--- config.mk ---
export PLATFORM = sky130hd
export DESIGN_NAME = mul_pipe
export DESIGN_NICKNAME = d
export VERILOG_FILES = /design/src/rtl/mul_pipe.sv
export SDC_FILE = /design/constraint.sdc
export NUM_CORES = 2
export LEC_CHECK = 0
export ABC_CLOCK_PERIOD_IN_PS = 7400
export BUFFER_PORTS_ARGS = -buffer_cell sky130_fd_sc_hd__buf_2
export CAP_MARGIN = 20
export CORE_AREA = 8 8 393 395
export DETAILED_ROUTE_END_ITERATION = 8
export DIE_AREA = 0 0 401 403
export PLACE_DENSITY_LB_ADDON = 0.3
export SKIP_LAST_GASP = 1
export SYNTH_ARGS = -nofsm -noshare
export SYNTH_HDL_FRONTEND = slang
export SYNTH_SLANG_ARGS = --single-unit
--- constraint.sdc ---
create_clock -name clk -period 7.4 [get_ports clk]
set_input_delay 0.74 -clock clk [delete_from_list [all_inputs] [get_ports clk]]
set_output_delay 0.74 -clock clk [all_outputs]
set_load 0.01 [all_outputs]
--- src/rtl/mul_pipe.sv ---
// mul_pipe: fully pipelined 32x32 multiplier with speculative-tag kill/confirm.
// Ports: clk; reset (async, active-low); issue_valid, ex_src1/2, src1/2_signed,
//   sel_lohi, rrftag, dstval, spectag, specbit (issued op); prmiss, prsuccess,
//   prtag, specfixtag (branch resolution); exrslt, exdst, rrf_we, kill_spec,
//   rslt_valid, inflight (result stage / occupancy).
// Define MUL_DEEP_PIPE_EN for a 4-stage pipe with a partial-product register;
//   default build is 3 stages (operand, multiply, select/output).
module mul_pipe (
   input  logic        clk,
   input  logic        reset,
   input  logic        issue_valid,
   input  logic [31:0] ex_src1,
   input  logic [31:0] ex_src2,
   input  logic        src1_signed,
   input  logic        src2_signed,
   input  logic        sel_lohi,
   input  logic [5:0]  rrftag,
   input  logic        dstval,
   input  logic [4:0]  spectag,
   input  logic        specbit,
   input  logic        prmiss,
   input  logic        prsuccess,
   input  logic [4:0]  prtag,
   input  logic [4:0]  specfixtag,
   output logic [31:0] exrslt,
   output logic [5:0]  exdst,
   output logic        rrf_we,
   output logic        kill_spec,
   output logic        rslt_valid,
   output logic [2:0]  inflight
);

`ifdef MUL_DEEP_PIPE_EN
   localparam int L = 4;
`else
   localparam int L = 3;
`endif

   typedef struct packed {
      logic       valid;
      logic [5:0] rrftag;
      logic       dstval;
      logic [4:0] spectag;
      logic       specbit;
      logic       sel_lohi;
   } tag_t;

   // Branch resolution applied to one op; a miss wins over a success.
   // specbit is forced low on bubbles so kill_spec never fires on one.
   function automatic tag_t resolve(
      input tag_t       t,
      input logic       pm,
      input logic       ps,
      input logic [4:0] pt,
      input logic [4:0] sft
   );
      tag_t r;
      r = t;
      if (pm) begin
         if ((t.spectag & sft) != 5'd0) r.valid = 1'b0;
      end else if (ps) begin
         if (t.spectag == pt) r.specbit = 1'b0;
      end
      r.specbit = r.specbit & r.valid;
      return r;
   endfunction

   tag_t        tag_d [L];
   tag_t        tag_q [L];
   logic [2:0]  inflight_d, inflight_q;

   logic [32:0] a_d, a_q;
   logic [32:0] b_d, b_q;
   logic [63:0] prod_d, prod_q;
   logic [31:0] res_d, res_q;
`ifdef MUL_DEEP_PIPE_EN
   logic [49:0] pplo_d, pplo_q;
   logic [47:0] pphi_d, pphi_q;
`endif

   always_comb begin
      tag_d[0] = resolve(
         tag_t'({issue_valid, rrftag, dstval, spectag, specbit, sel_lohi}),
         prmiss, prsuccess, prtag, specfixtag);
      for (int i = 1; i < L; i++) begin
         tag_d[i] = resolve(tag_q[i-1], prmiss, prsuccess, prtag, specfixtag);
      end
      inflight_d = '0;
      for (int i = 0; i < L; i++) begin
         inflight_d = inflight_d + {2'b00, tag_d[i].valid};
      end
   end

   // Only product bits [63:0] are ever selected, so the datapath
   // is computed modulo 2^64.
   always_comb begin
      a_d = {src1_signed & ex_src1[31], ex_src1};
      b_d = {src2_signed & ex_src2[31], ex_src2};
`ifdef MUL_DEEP_PIPE_EN
      // a * b_lo (b_lo unsigned) plus (a * b_hi) << 16, b_hi signed.
      pplo_d = {{17{a_q[32]}}, a_q} * {34'd0, b_q[15:0]};
      pphi_d = {{15{a_q[32]}}, a_q} * {{31{b_q[32]}}, b_q[32:16]};
      prod_d = {{14{pplo_q[49]}}, pplo_q} + {pphi_q, 16'd0};
`else
      prod_d = {{31{a_q[32]}}, a_q} * {{31{b_q[32]}}, b_q};
`endif
      res_d = tag_q[L-2].sel_lohi ? prod_q[63:32] : prod_q[31:0];
   end

   always_ff @(posedge clk or negedge reset) begin
      if (!reset) begin
         for (int i = 0; i < L; i++) tag_q[i] <= '0;
         inflight_q <= '0;
         a_q        <= '0;
         b_q        <= '0;
         prod_q     <= '0;
         res_q      <= '0;
`ifdef MUL_DEEP_PIPE_EN
         pplo_q     <= '0;
         pphi_q     <= '0;
`endif
      end else begin
         for (int i = 0; i < L; i++) tag_q[i] <= tag_d[i];
         inflight_q <= inflight_d;
         a_q        <= a_d;
         b_q        <= b_d;
         prod_q     <= prod_d;
         res_q      <= res_d;
`ifdef MUL_DEEP_PIPE_EN
         pplo_q     <= pplo_d;
         pphi_q     <= pphi_d;
`endif
      end
   end

   assign rslt_valid = tag_q[L-1].valid;
   assign rrf_we     = rslt_valid & tag_q[L-1].dstval;
   assign kill_spec  = prmiss & tag_q[L-1].specbit;
   assign exdst      = rslt_valid ? tag_q[L-1].rrftag : 6'd0;
   assign exrslt     = rslt_valid ? res_q : 32'd0;
   assign inflight   = inflight_q;

endmodule

==> run metrics <==
slowest stage cell, crit path=fa_2; clk slew on worst S/H paths=about 60 ps; DRT antenna net count=0; Core Box Area=0.149 sq mm; Final #Nets=about 6,200; post-route setup slack=-50.1 ps; GR Overflow Total=0; pin count of the biggest net entering global routing=141; Via Count=29,863; Total Routing Usage GR=0.154; critical path endpoint category=flop; Final Wtd Congestion=between 0.8 and 0.9; GRT met1 Usage=0.206; vias in the first global route=33,405; Slew @ Worst Pin=a little over 800 ps; HPWL after DPL=106,000 um; TritonCTS clock tree=yes; dpl cells=6,655; vias per cell=4.44; # DRC=0; Initial Utilization=0.297; Die Span Y=403 um; Max clock buf depth=3; startpoint types=flop; CTS hold repair buffers=0; FF-to-FF Start=b_q[11]; Place WS=-362 ps; HP Class=in -> async; final setup violation count=4; Yosys Warn Count=0; RSZ-0062 raised after global routing=yes; busiest layer in global routing=met2; Syn-to-layout area delta=18.1%; arrival time at the worst endpoint=7970 ps; worst skew pair latency=650 ps; Root Buffer=clkbuf_16; Placement Cell Area=0.0501 sq mm; Buf+Inv Stages, Crit Path=6; Gate Count Post-Synth=4,430; share of the synthesized area in the top cell type=0.510; Crit. path cell count=25; antenna cells=0; Setup crit end=prod_q[61]; first-pass GRT wire length=slightly below 200,000 um; CP Launch Point=b_q[11]; global-route track usage on met3=0.0222; layout cell share with drive strength beyond 1=0.155; FF-to-FF path depth=25; status=finished with violations; CP max FO=7; Worst Skew=48.4 ps; area leader, netlist=fa_1; f_max=134 MHz; syn_nets=5,863; GR Util met2=0.266; flop-to-flop setup slack=-50 ps; Worst Setup Path Type=reg -> reg; CTS H-Tree Depth=1; routed len/inst=18.3 um; CP dominant cell by count=fa_1; minimum clock period=7450 ps; Initial DRC Count=1,206; Final Util=0.351; Critical Path RT=between 7000 and 8000 ps; most common flop cell mapped by yosys=dfrtp_1; Final Hold Fails=0; die area=0.162 sq mm; post-synthesis sequential area ratio=0.115; highest cell delay on the worst timing path=690 ps; most common cell after layout, fill and taps aside=fa_1; total CTS buffers=30; initial antenna violation count=6; number of max-cap violations=0; I/O pin count=139; async set-reset flop share out of synthesis=1.00; Synth Cell Area=between 0.04 and 0.05 sq mm; Slew Limit Fails=0; Synth area leaders=fa_1 (51%), dfrtp_1 (12%), inv_1 (9.3%); Avg Inst Size Synth=9.97 sq um; first-pass iteration count of the detailed router=5; post-route insts no fill=6,732; most frequent cells in the layout=fa_1 (1,109), inv_1 (1,083), and2_1 (575); EDFF count, synth=0; std cell rows=~140; Final Cycle Share=1.01; post-synthesis register bit count=slightly above 200; Finished Cell Area=0.0521 sq mm; relative slew slack=0.460; Die Wd=401 um; crit-path leading delay family=adder cells; final wirelength=123,000 um; TritonCTS Sinks=about 200; violated checks=negative setup slack; Cell variety after synth=70; reg2reg end=prod_q[61]; port bufs=between 100 and 150
[registers in the layout, summed over array words and instances (netlist names)]
register    count
inflight        2
prod_q         64
tag_q          12
tag_d          26
rslt_valid      1
res_q          32
a_q            33
b_q            33
[worst min-delay path by stage]
stage | slack [ps] | endpoint | start | cells past startpoint
final | 110 | b_q[15] | reset | 1
after global routing | 130 | b_q[1] | reset | 1
after CTS | 90 | b_q[1] | reset | 1
after detailed placement | 330 | tag_q[7] | tag_d[7] | 0
after global placement | 330 | tag_d[9] | tag_d[24] | 0
after floorplan | 330 | tag_d[0] | tag_d[15] | 0
[synth_stat cells, types with 3 or more instances]
| master | number |
|---|---|
| a222oi_1 | 3 |
| a21oi_1 | 58 |
| and2_1 | 579 |
| nand2_1 | 558 |
| xnor2_1 | 59 |
| a211oi_1 | 4 |
| ha_1 | 212 |
| inv_1 | 1091 |
| o21ai_0 | 19 |
| buf_1 | 3 |
| nor2_1 | 25 |
| and3_1 | 6 |
| a22oi_1 | 4 |
| o211ai_1 | 5 |
| nor2b_1 | 32 |
| nand2b_1 | 10 |
| xor2_1 | 30 |
| a31oi_1 | 4 |
| o21a_1 | 10 |
| dfrtp_1 | 203 |
| a21o_1 | 39 |
| nor3_1 | 8 |
| or3_1 | 4 |
| buf_2 | 8 |
| clkbuf_1 | 205 |
| nand4_1 | 10 |
| o21ai_1 | 13 |
| o21bai_1 | 9 |
| nand3_1 | 7 |
| fa_1 | 1126 |
| mux2_2 | 32 |
| a21oi_2 | 4 |
| a21boi_0 | 3 |
| o21ai_2 | 3 |
[final cells by class]
type | instances | area, sq um
well taps | 1944 | 2430
fillers | 15190 | 96400
clock buffers | 35 | 800
repair buffers | 520 | 4640
flip-flops and latches | 203 | 5090
multi-input cells | 2917 | 34800
inverters | 1092 | 4100
clock inverters | 21 | 294
[cell families after synthesis]
kind of cell               after synthesis  synth area share
adders and majority gates             1338             0.570
buffers and inverters                 1310             0.112
muxes                                   32           0.00816
other                                    1         0.0000849
DFF                                    203             0.115
xor gates and xnor gates                89            0.0176
AOI/OAI and AO/OA                      210            0.0332
and+or+nand+nor                       1247             0.144
[metal layers]
| layer | part of all wire | vias up |
|---|---|---|
| met5 | 0.00011 | - |
| met4 | 0.021 | 2 |
| met3 | 0.043 | 137 |
| met2 | 0.50 | 580 |
| met1 | 0.44 | 15826 |
| li1 | - | 13318 |
[timing repair]
action                                  CTS  global route
pin swaps                                39            54
setup buffers                             5            15
endpoints found under the setup margin   20            34
resized for setup                        60            93
gates cloned                              0             2
[through the flow]
| step | hold WS [ps] | setup TNS (ps) |
|---|---|---|
| 2_1_floorplan | 331 | 0 |
| 3_3_place_gp | 332 | -1930 |
| 3_5_place_dp | 335 | -2880 |
| 4_1_cts | 86.4 | -289 |
| 5_1_grt | 127 | -3080 |
| 6_report | 109 | -71.5 |
Power is left out: the tool's default activity adds up to more than one toggle a clock period on the data nets, which glitch-free logic cannot reach.
